### src/rtl/mmm_core.sv
// mmm_core: bit-serial radix-2 Montgomery multiplier, p_out = a*b*2^-WIDTH mod m.
module mmm_core #(
    parameter int WIDTH = 8
) (
    input  logic             clk,
    input  logic             rstb,
    input  logic             ena,
    input  logic             rst_mmm,
    input  logic             ld_a,
    input  logic [WIDTH-1:0] a_in,
    input  logic [WIDTH-1:0] b_in,
    input  logic [WIDTH-1:0] m_in,
    output logic [WIDTH-1:0] p_out,
    output logic             busy,
    output logic             done
);
    localparam int CW = $clog2(WIDTH + 1);

    typedef enum logic [2:0] {IDLE, LOADED, ITER, FINAL, DONE} state_t;

    state_t           state, state_n;
    logic [WIDTH-1:0] a_sh, b_reg, m_reg, ab;
    logic [WIDTH:0]   acc;
    logic [WIDTH+1:0] s;
    logic [CW-1:0]    cnt;
    logic             q, ge;

    assign ab    = a_sh[0] ? b_reg : '0;
    assign q     = acc[0] ^ ab[0];
    assign s     = {1'b0, acc} + {2'b0, ab} + {2'b0, q ? m_reg : {WIDTH{1'b0}}};
    assign ge    = acc >= {1'b0, m_reg};
    assign p_out = acc[WIDTH-1:0];
    assign busy  = (state == ITER) || (state == FINAL);
    assign done  = state == DONE;

    always_comb begin
        state_n = state;
        if (!rst_mmm)
            state_n = IDLE;
        else if (ld_a)
            state_n = LOADED;
        else
            case (state)
                LOADED:  state_n = ITER;
                ITER:    state_n = (cnt == CW'(WIDTH - 1)) ? FINAL : ITER;
                FINAL:   state_n = DONE;
                default: state_n = state;
            endcase
    end

    always_ff @(posedge clk) begin
        if (!rstb)
            state <= IDLE;
        else if (ena)
            state <= state_n;
    end

    // Datapath follows the same priority chain as the state register.
    always_ff @(posedge clk) begin
        if (!rstb || (ena && !rst_mmm)) begin
            a_sh  <= '0;
            b_reg <= '0;
            m_reg <= '0;
            acc   <= '0;
            cnt   <= '0;
        end else if (ena) begin
            if (ld_a) begin
                a_sh  <= a_in;
                b_reg <= b_in;
                m_reg <= m_in;
                acc   <= '0;
                cnt   <= '0;
            end else if (state == ITER) begin
                acc  <= s[WIDTH+1:1];
                a_sh <= a_sh >> 1;
                cnt  <= cnt + 1'b1;
            end else if (state == FINAL && ge) begin
                acc <= acc - {1'b0, m_reg};
            end
        end
    end
endmodule

### config.mk
export PLATFORM = sky130hd
export DESIGN_NAME = mmm_core
export DESIGN_NICKNAME = d
export VERILOG_FILES = /design/src/rtl/mmm_core.sv
export SDC_FILE = /design/constraint.sdc
export NUM_CORES = 1
export LEC_CHECK = 0
export ABC_AREA = 1
export CORE_MARGIN = 3
export CORE_UTILIZATION = 55
export CTS_CLUSTER_SIZE = 25
export DETAILED_ROUTE_END_ITERATION = 16
export GPL_ROUTABILITY_DRIVEN = 0
export HOLD_SLACK_MARGIN = 0.08
export PLACE_DENSITY_LB_ADDON = 0.08
export RECOVER_POWER = 25
export SLEW_MARGIN = 10
export SYNTH_ARGS = -nofsm -noshare
export SYNTH_HDL_FRONTEND = slang
export SYNTH_SLANG_ARGS = --single-unit
### constraint.sdc
create_clock -name clk -period 7.76 [get_ports clk]
set_clock_uncertainty 0.2 [all_clocks]
set_input_delay 2.328 -clock clk [delete_from_list [all_inputs] [get_ports clk]]
set_output_delay 2.328 -clock clk [all_outputs]
set_load 0.05 [all_outputs]
# Word-level counts from Yosys, hierarchy flattened
# Cells that the tools add are included.
[totals] reg_bits=40 inputBits=29
[classes] add_sub_neg=4 magnitude_cmp=1 eq_ne=6 n_mux=13 bitwise_logic=1 reduce_logical=12
[ops] op="two-way mux 8 bit" n=4
[ops] op="two-way mux 9 bit" n=3
[ops] op="adder 10 x 8 -> 10 bit" n=1
[ops] op="adder 9 x 8 -> 10 bit" n=1
[ops] op="greater-or-equal comparator 9 x 8 -> 1 bit" n=1
[ops] op="case mux 3 bit (3 select lines)" n=1
[ops] op="subtractor 9 x 8 -> 9 bit" n=1
[ops] op="two-way mux 4 bit" n=2
[ops] op="AND reduction 2 bit" n=4
[ops] op="== test 3 x 2 -> 1 bit (second input constant)" n=2
[ops] op="two-way mux 3 bit" n=2
[ops] op="inequality test 5 x 1 -> 1 bit (second input constant)" n=1
[ops] op="adder 4 x 1 -> 4 bit (second input constant)" n=1
[ops] op="== test 4 x 3 -> 1 bit (second input constant)" n=1
[ops] op="== test 3 x 1 -> 1 bit (second input constant)" n=1
[ops] op="== test 3 bit (second input constant)" n=1
[ops] op="nonzero test 3 bit" n=1
[ops] op="logical AND 1 bit" n=2
[ops] op="zero test 1 bit" n=2
[ops] op="logical OR 1 bit" n=2
[ops] op="nonzero test 2 bit" n=1
[ops] op="two-way mux 1 bit" n=1
[ops] op="XOR 1 bit" n=1

# Depth between registers and ports, before layout
# Gate-level depths: netlist (run 1).
[depth] word_depth=6 ltp_mapped=18 ltp_nobuf=16

# Worst setup path after synthesis (run 1)
# No wires, ideal clock.
[synth_timing] kind="reg2out" start="reg state[1]" end="out done" arrival_time_ns=1.110 required_time_ns=5.232 setup_slack_ns=4.122 path_stages_with_launch=4 path_buffers=0 cell_sequence="dfxtp_1 -> inv_1 -> nand2_1 -> nor2_1"
[synth_between] elab_chain_len=1
[synth_rtl] item="from (decl)" line="21" rtl="state_t state, state_n;"
[synth_rtl] item="from (signal assigned)" line="55" rtl="state <= state_n;"
[synth_rtl] item="== test 3 bit" line="34" rtl="assign done = state == DONE;"
[synth_rtl] item="to (decl)" line="15" rtl="output logic done"
# Every way passes these cells.

# Final worst setup path (run 1)
[layout_timing] start="in ld_a" end="reg cnt[3]"
[layout_between] elab_chain_len=2
[layout_rtl] item="from (decl)" line="9" rtl="input logic ld_a,"
[layout_rtl] item="nonzero test 2 bit (no source line)"
[layout_rtl] item="AND reduction 2 bit (no source line)"
[layout_rtl] item="to (signal assigned)" line="76" rtl="cnt <= cnt + 1'b1;"
[layout_rtl] item="to (decl)" line="25" rtl="logic [CW-1:0] cnt;"
# Parallel ways exist; a longest one is shown, timed or not.
# A chain may end at the register's enable or synchronous reset.

==> results of run 1 <==
-- critical path, stage by stage --
cell	delay [ns]
dlygate4sd3_1	0.87
nand2_1	0.54
inv_1	0.45
nor2_4	0.11
inv_2	0.19
nand4_1	0.13
xor2_1	0.15
nor2_1	0.05
-- metal layers --
metal	vias up	GRT usage [%]	part of all wire [%]
li1	1340	-	-
met1	1118	29.3	50
met2	70	32.1	43
met3	9	3.52	5.2
met4	0	7.12	1.7
met5	-	0	0
-- how the worst max path moves through the flow --
stage | end | depth (start not counted) | startpoint | slack, ns
floorplan | done | 3 | state[1] | 4.12
global placement | acc[0] | 8 | ld_a | 2.73
detailed placement | cnt[3] | 8 | ld_a | 2.67
CTS | acc[5] | 8 | ld_a | 2.97
global route | cnt[3] | 8 | ld_a | 2.60
finish | cnt[3] | 8 | ld_a | 2.91
-- cell usage after synthesis, drive strengths merged --
master | number | area (sq um)
a211oi | 2 | 15.0
a21o | 1 | 7.51
a21oi | 43 | 215
a31oi | 7 | 43.8
buf | 13 | 96.3
clkbuf | 8 | 30.0
dfxtp | 40 | 801
fa | 9 | 180
ha | 18 | 225
inv | 61 | 229
nand2 | 110 | 420
nand3 | 20 | 105
nand4 | 3 | 18.8
nor2 | 27 | 124
nor3 | 1 | 5.00
nor3b | 1 | 7.51
nor4 | 1 | 6.26
o211a | 1 | 10.0
o211ai | 1 | 7.51
o21ai | 30 | 150
o21bai | 1 | 7.51
or2 | 2 | 15.0
xnor2 | 2 | 17.5
xor2 | 4 | 35.0
-- final cells by class --
class | count | area, sq um | area share, %
Multi-Input combinational cell | 284 | 1620 | 49.8
Clock inverter | 1 | 30.0 | 0.926
Inverter | 61 | 229 | 7.06
Clock buffer | 7 | 96.3 | 2.97
Sequential cell | 40 | 801 | 24.7
Timing Repair Buffer | 39 | 388 | 12.0
Tap cell | 67 | 83.8 | 2.58
-- power breakdown --
group	switching, mW	internal (mW)	leakage [nW]
Sequential	0.00979	0.216	0.326
Combinational	0.0892	0.0578	1.20
Clock	0.0709	0.113	0.0645
-- placed cells by master, fill, tap and decap left out --
| cell type | synthesis | layout |
|---|---|---|
| xnor2_1 | 2 | 2 |
| a211oi_1 | 2 | 2 |
| o21ai_1 | 1 | 1 |
| ha_1 | 18 | 18 |
| o211ai_1 | 1 | 1 |
| nor3_1 | 1 | 1 |
| o211a_1 | 1 | 1 |
| nor2_1 | 24 | 24 |
| nor4_1 | 1 | 1 |
| nand3_2 | 1 | 1 |
| nor2_4 | 3 | 3 |
| nor3b_1 | 1 | 1 |
| a21o_1 | 1 | 1 |
| a21oi_1 | 43 | 43 |
| fa_1 | 9 | 9 |
| or2_2 | 1 | 1 |
| inv_1 | 60 | 60 |
| clkdlybuf4s50_1 | 0 | 28 |
| dlygate4sd3_1 | 0 | 10 |
| o21bai_1 | 1 | 1 |
| bufinv_16 | 0 | 1 |
| nand2_1 | 107 | 107 |
| clkbuf_8 | 0 | 7 |
| or2_4 | 1 | 1 |
| inv_2 | 1 | 1 |
| a31oi_1 | 7 | 7 |
| o21ai_0 | 29 | 29 |
| xor2_1 | 4 | 4 |
| nand3_1 | 19 | 19 |
| buf_4 | 8 | 1 |
| dfxtp_1 | 40 | 40 |
| nand2_2 | 3 | 3 |
| nand4_1 | 3 | 3 |
-- logic make-up (layout without fill, tap and decap cells) --
family,Yosys count,after routing
compound gates,86,86
buf+inv,82,108
fa+ha+maj,27,27
xor+xnor,6,6
simple gates,165,165
flops,40,40
-- through the flow --
stage,power (mW),cells
floorplan,0.339,406
global route,0.589,499
detailed placement,0.377,491
global placement,0.375,491
finish,0.557,499
CTS,0.563,499
==> run metrics, run 1 <==
clk_lat worst skew=0.29 ns; post-synthesis adder-cell area fraction=14.6%; max reg flops=9; nature of the critical path startpoint=input port; P_leak=1.59 nW; arrival time at the worst endpoint=4.84 ns; chip width=77 microns; cts hold-fix bufs=0; DP HPWL=4740 microns; CTS Buf Count=5; hold slack=0.262 ns; Slew Viols, Final=0; row count=25; first-pass detailed-route iteration total=5; crit path max fanout=25; clock buffer depth=2; initial core utilization=57.9%; gr usage total=20.7%; Residual DRC=0; register bit total from synthesis=40; reg2reg setup slack=4.47 ns; H-tree Lvls=2; Max Clk Rate=206 MHz; CTS tree=yes; Cells after Synth=406; Max IR drop VDD=128 uV; R2R cell count=16; hold_sp=b_reg[7]; Max-slew headroom=57.4%; crit path time final=4.85 ns; # diodes=0; pwr dens=172 mW/mm^2; via count=2537; largest family of logic cells by synthesized area=simple AND/OR/NAND/NOR gates; Post-CTS Setup Bufs=0; synthesized area per cell=6.83 sq um; Slew @ Worst Pin=0.637 ns; Post-Synth XOR/XNOR Area=1.90%; Die ar.=0.00593 sq mm; post-synthesis compound-gate area fraction=16.5%; CP required=7.74 ns; post-synth net total=462; die height=77 microns; # port buffers=38; Setup TNS=0 ns; DP Area=0.00312 sq mm; Yosys Warn Count=0; post-synthesis sequential area ratio=28.9%; setup-violating endpoint count in the final report=0; final core utilization=67.8%; Synth-to-Final Area Change=17.0%; Fin. Hold Viols=0; layout cells sized above 1=4.40%; post-route setup slack=2.91 ns; Core Area=0.00479 sq mm; simple-gate share of the synthesized area=25.3%; I/O pins=39; clock slew at reported path FFs=0.08 ns; multiplexer share of the synthesized area=0%; Final ANT Viol Nets=0; clock sink total=40; # fillers=450; Synth Cell Area=0.00277 sq mm; hold path cells=2; status=finished clean; first-pass GRT wire length=9940 microns; routed len/inst=11.9 microns; final period utilization=62.5%; most flop-heavy register=acc; crit path kind=in2reg; initial antenna violation count=0; RSZ-0062 raised after global routing=false; First DRT Iteration DRCs=146; gr ovfl total=0; post_cts resized=0; Netlist cell types=33; r2r endpoint=acc[8]; Hold Path End=b_reg[7]; average vias per placed instance=5.08; Routed Wire Length=5930 microns; nets=487; number of global-route vias before repair=2250; FF-to-FF Start=a_sh[0]; Clock Tree Root=clkbuf_8; hold crit path type=reg2reg; design area=0.00324 sq mm; worst slack at placement=2.67 ns; max_cap viols=0; CP Capture Type=register; largest net degree at the start of global routing=26
No activity file was read; power rests on OpenSTA's default activity.
==> inputs of run 2 (changes only) <==
clock period = 4.7 ns   (was 7.76 ns; I/O delays follow)
==> run 2 against run 1 <==
  * Largest power group unchanged
  * Critical endpoint is now acc[7]
  * Sequential power rose by 65%
  * Hold slack better by 0.0029 ns
  * Register-to-register slack got worse by 3.0 ns
  * Die area unchanged
  * Non-clock buffer count grew 2
  * First-iteration DRC count increased by 23%
  * Cell area shrank 0.77%
  * Total power rose by 54%
==> run metrics, run 2 (synthesis results as in run 1) <==
P_leak=1.55 nW (was 1.59 nW); post-route setup slack=1.15 ns (was 2.91 ns); reg2reg setup slack=1.46 ns (was 4.47 ns); hold crit path type=reg2reg (unchanged); worst slack at placement=1.17 ns (was 2.67 ns); Fin. Hold Viols=0 (unchanged); CP Capture Type=register (unchanged); worst path cell trace=dlygate4sd3_1, inv_1, a21oi_1, clkbuf_1, inv_1, a21oi_1 (was dlygate4sd3_1, nand2_1, inv_1, nor2_4, inv_2, nand4_1, xor2_1, nor2_1); final core utilization=67.3% (was 67.8%); Die ar.=0.00593 sq mm (unchanged); max_cap viols=0 (unchanged); Slew Viols, Final=0 (unchanged); Hold Path End=a_sh[7] (was b_reg[7]); via count=2576 (was 2537); pwr dens=266 mW/mm^2 (was 172 mW/mm^2); post_cts resized=0 (unchanged); max reg flops=9 (unchanged); r2r endpoint=acc[8] (unchanged); # fillers=462 (was 450); gr usage total=21.5% (was 20.7%); Max Clk Rate=282 MHz; status=finished clean (unchanged); initial core utilization=57.9% (unchanged); commonest non-fill, non-tap cell in the layout=nand2_1 (unchanged); Post-CTS Setup Bufs=0 (unchanged); clk_lat worst skew=0.29 ns (about the same); CTS tree=yes (unchanged); Clock Tree Root=clkbuf_8 (unchanged); Max IR drop VDD=199 uV (was 128 uV); RSZ-0062 raised after global routing=false (unchanged); Core Area=0.00479 sq mm (unchanged); crit path time final=3.55 ns; initial antenna violation count=0 (unchanged); Synth-to-Final Area Change=16.1% (was 17.0%); CP required=4.70 ns (was 7.74 ns); most flop-heavy register=acc (unchanged); I/O pins=39 (unchanged); hold_sp=a_sh[7] (was b_reg[7]); area of the multi-input gates=0.00162 sq mm (unchanged); DR WL met3=431 microns (was 308 microns); crit path max fanout=22 (was 25); Setup TNS=0 ns (unchanged); first-pass GRT wire length=10400 microns (was 9940 microns); # diodes=0 (unchanged); routed len/inst=12.2 microns (was 11.9 microns); Slew @ Worst Pin=0.881 ns (was 0.637 ns); R2R cell count=16 (unchanged); final period utilization=75.5%; die height=77 microns (unchanged); Final ANT Viol Nets=0 (unchanged); Routed Wire Length=6120 microns (was 5930 microns); wl on met1=2980 microns (was 2970 microns); Residual DRC=0 (unchanged); hold path cells=2 (unchanged); clock slew at reported path FFs=0.08 ns (about the same); Max-slew headroom=41.3% (was 57.4%); nets=489 (was 487); average vias per placed instance=5.14 (was 5.08); clock buffer depth=2 (unchanged); First DRT Iteration DRCs=179 (was 146); cts hold-fix bufs=0 (unchanged); CP max-delay cell=clkbuf_1 (was dlygate4sd3_1); placed insts=493 (was 491); nature of the critical path startpoint=input port (unchanged); setup-violating endpoint count in the final report=0 (unchanged); CTS Buf Count=5 (unchanged); layout cells sized above 1=4.15% (was 4.40%); met2 WL=2640 microns (was 2550 microns); arrival time at the worst endpoint=3.55 ns (was 4.84 ns); DP Area=0.00313 sq mm (was 0.00312 sq mm); largest net degree at the start of global routing=26 (unchanged); highest metal used=met4 (unchanged); Pwr Total=856 uW (was 557 uW); gr ovfl total=0 (unchanged); # port buffers=38 (unchanged); design area=0.00322 sq mm (was 0.00324 sq mm); H-tree Lvls=2 (unchanged); chip width=77 microns (unchanged); hold slack=0.265 ns (was 0.262 ns); crit path kind=in2reg (unchanged); row count=25 (unchanged); commonest cells after routing, fill and taps aside=107 x nand2_1, 60 x inv_1, 43 x a21oi_1, 40 x dfxtp_1, 36 x clkdlybuf4s50_1 (was 107 x nand2_1, 60 x inv_1, 43 x a21oi_1, 40 x dfxtp_1, 29 x o21ai_0); crit-path max cell delay=0.67 ns (was 0.87 ns); post-route insts no fill=501 (was 499); Storage cell area=801 sq um (unchanged); first-pass detailed-route iteration total=5 (unchanged); clock sink total=40 (unchanged); number of global-route vias before repair=2339 (was 2250); DP HPWL=4880 microns (was 4740 microns); FF-to-FF Start=a_sh[0] (unchanged)
==> run 2: cell count changes in the layout (fill, tap and decap cells not counted), sizes merged <==
cell,previous run,this run
bufinv,1,0
clkbuf,7,9
clkdlybuf4s50,28,36
clkinvlp,0,1
dlygate4sd3,10,2
==> run 2: cell type report <==
type,instances,area share [%]
clock inverters,1,0.233
clock buffers,7,2.68
well taps,67,2.60
multi-input cells,284,50.2
flip-flops and latches,40,24.9
repair buffers,41,12.3
inverters,61,7.11
==> run 2: routing by layer <==
| metal | track usage, % | vias up |
|---|---|---|
| li1 | - | 1343 |
| met1 | 30.5 | 1146 |
| met2 | 32.9 | 79 |
| met3 | 4.46 | 8 |
| met4 | 6.23 | 0 |
| met5 | 0 | - |
==> run 2: worst max path at each step <==
stage,from,to,cells past startpoint
after floorplan,a_sh[0],acc[8],18
after global placement,ld_a,acc[7],9
after detailed placement,ld_a,acc[7],9
after CTS,state[1],done,4
after global routing,rstb,acc[7],6
final,rstb,acc[7],6
==> run 2: critical path, delay by kind of cell <==
kind                   cells  cell delay, ns
AO/OA/AOI/OAI              2            0.38
buffers and inverters      4            1.75
==> run 2: power breakdown <==
group          internal [mW]  switching [mW]
clock                  0.119           0.120
sequential             0.356          0.0164
combinational         0.0976           0.147
==> inputs of run 3 (changes only) <==
CORE_UTILIZATION = 50   (was 55)
clock period = 2.9 ns   (was 4.7 ns; I/O delays follow)
==> run 3 against run 2 <==
  * Count of clock-buffer cells in the layout stayed put
  * First-iteration DRC count is 21% lower
  * Global-route usage is 0.088 points lower
  * Critical endpoint is now done
  * Largest power group unchanged
==> run metrics, run 3 (synthesis results as in run 1) <==
largest net degree at the start of global routing=25 (was 26); # diodes=0 (unchanged); Max-slew headroom=59.4% (was 41.3%); # fillers=497 (was 462); row count=26 (was 25); crit path time final=2.78 ns; Storage cell area=803 sq um (was 801 sq um); gr busiest metal=met2 (unchanged); commonest non-fill, non-tap cell in the layout=nand2_1 (unchanged); P_leak=1.57 nW (was 1.55 nW); First DRT Iteration DRCs=142 (was 179); crit path max fanout=4 (was 22); Max Clk Rate=360 MHz; GR Util met3=3.59% (was 4.46%); setup-violating endpoint count in the final report=0 (unchanged); crit-path max cell delay=0.80 ns (was 0.67 ns); cts hold-fix bufs=0 (unchanged); worst path cell trace=inv_1, nand2_1, nor2_1, clkdlybuf4s50_1 (was dlygate4sd3_1, inv_1, a21oi_1, clkbuf_1, inv_1, a21oi_1); initial antenna violation count=0 (unchanged); I/O pins=39 (unchanged); Routed Wire Length=6640 microns (was 6120 microns); post-route insts no fill=509 (was 501); max_cap viols=0 (unchanged); H-tree Lvls=2 (unchanged); placed insts=500 (was 493); commonest cells after routing, fill and taps aside=106 x nand2_1, 61 x inv_1, 38 x a21oi_1, 38 x dfxtp_1, 36 x clkdlybuf4s50_1 (was 107 x nand2_1, 60 x inv_1, 43 x a21oi_1, 40 x dfxtp_1, 36 x clkdlybuf4s50_1); worst slack at placement=0.0926 ns (was 1.17 ns); routed len/inst=13.0 microns (was 12.2 microns); clock sink total=40 (unchanged); Final ANT Viol Nets=0 (unchanged); Clock Tree Root=clkbuf_8 (unchanged); area of the multi-input gates=0.00172 sq mm (was 0.00162 sq mm); # port buffers=38 (unchanged); Synth-to-Final Area Change=21.8% (was 16.1%); chip width=80.5 microns (was 77 microns); via count=2607 (was 2576); clock buffer depth=2 (unchanged); arrival time at the worst endpoint=1.71 ns (was 3.55 ns); CP max-delay cell=clkdlybuf4s50_1 (was clkbuf_1); average vias per placed instance=5.12 (was 5.14); CP Capture Type=output pin (was register); max reg flops=9 (unchanged); hold crit path type=reg2reg (unchanged); die height=80.5 microns (was 77 microns); most flop-heavy register=acc (unchanged); Die ar.=0.00647 sq mm (was 0.00593 sq mm); gr usage total=21.4% (was 21.5%); Slew Viols, Final=0 (unchanged); CTS tree=yes (unchanged); clock slew at reported path FFs=0.08 ns (about the same); Fin. Hold Viols=0 (unchanged); nature of the critical path startpoint=register (was input port); initial core utilization=52.9% (was 57.9%); hold slack=0.262 ns (was 0.265 ns); CTS Buf Count=5 (unchanged); Setup TNS=0 ns (unchanged); post-route setup slack=0.124 ns (was 1.15 ns); met2 GRT Util=33.7% (was 32.9%); layout cells sized above 1=9.57% (was 4.15%); Pwr Total=1.42 mW (was 856 uW); CP required=1.83 ns (was 4.70 ns); number of global-route vias before repair=2369 (was 2339); clk_lat worst skew=0.30 ns (was 0.29 ns); DP HPWL=4880 microns (about the same); final period utilization=95.7%; first-pass GRT wire length=10800 microns (was 10400 microns); Core Area=0.00524 sq mm (was 0.00479 sq mm); gr ovfl total=0 (unchanged); Max IR drop VDD=245 uV (was 199 uV); pwr dens=420 mW/mm^2 (was 266 mW/mm^2); status=finished clean (unchanged); Residual DRC=0 (unchanged); first-pass detailed-route iteration total=4 (was 5); crit path kind=reg2out (was in2reg); Slew @ Worst Pin=0.609 ns (was 0.881 ns); GR Util met1=29.6% (was 30.5%); nets=494 (was 489)
run 3: changes by cell type in the layout (fill, tap and decap cells not counted), sizes merged:
| cell | delta |
|---|---|
| clkbuf | -1 |
| buf | +6 |
run 3: worst max-delay path, delay by kind of cell, from the launching register on:
family / cells / cell delay, ns
buffers and inverters: 2 / 0.94
flip-flops: 1 / 0.31
AND/OR/NAND/NOR: 2 / 0.16
run 3: what timing repair did:
item / 4_1_cts / 5_1_grt
resized for setup: 0 / 24
buffers inserted: 0 / 1
hold endpoints to repair: 0 / 0
setup endpoints to repair: 0 / 6
run 3: final timing paths:
path | from | end | slack (ns) | depth (start not counted)
max reg2reg | a_sh[0] | acc[5] | 0.14 | 15
min | a_sh[7] | a_sh[7] | 0.26 | 2
max | state[1] | done | 0.12 | 4
min reg2reg | a_sh[7] | a_sh[7] | 0.26 | 2
run 3: stage by stage:
stage,util (%),instance area [sq um]
floorplan,-,2790
global placement,60.5,3170
detailed placement,60.5,3170
CTS,62.3,3260
global route,64.5,3380
finish,64.5,3380
run 3: layer usage:
| layer | routed length [microns] | vias to the layer above | part of all wire [%] |
|---|---|---|---|
| met5 | 0 | - | 0 |
| met4 | 129 | 0 | 1.9 |
| met3 | 383 | 11 | 5.8 |
| met2 | 2930 | 66 | 44 |
| met1 | 3200 | 1176 | 48 |
| li1 | - | 1354 | - |
run 3: cell type report:
type | instances | area share (%)
tap | 70 | 2.59
sequential | 40 | 23.8
clock inverter | 1 | 0.222
timing repair buffer | 46 | 13.0
multi-input combinational | 284 | 51.0
inverter | 61 | 6.78
clock buffer | 7 | 2.56
run 3: where the power goes:
group	switching, mW	internal [mW]
Clock	0.200	0.193
Sequential	0.0235	0.577
Combinational	0.253	0.172
Total	0.477	0.943
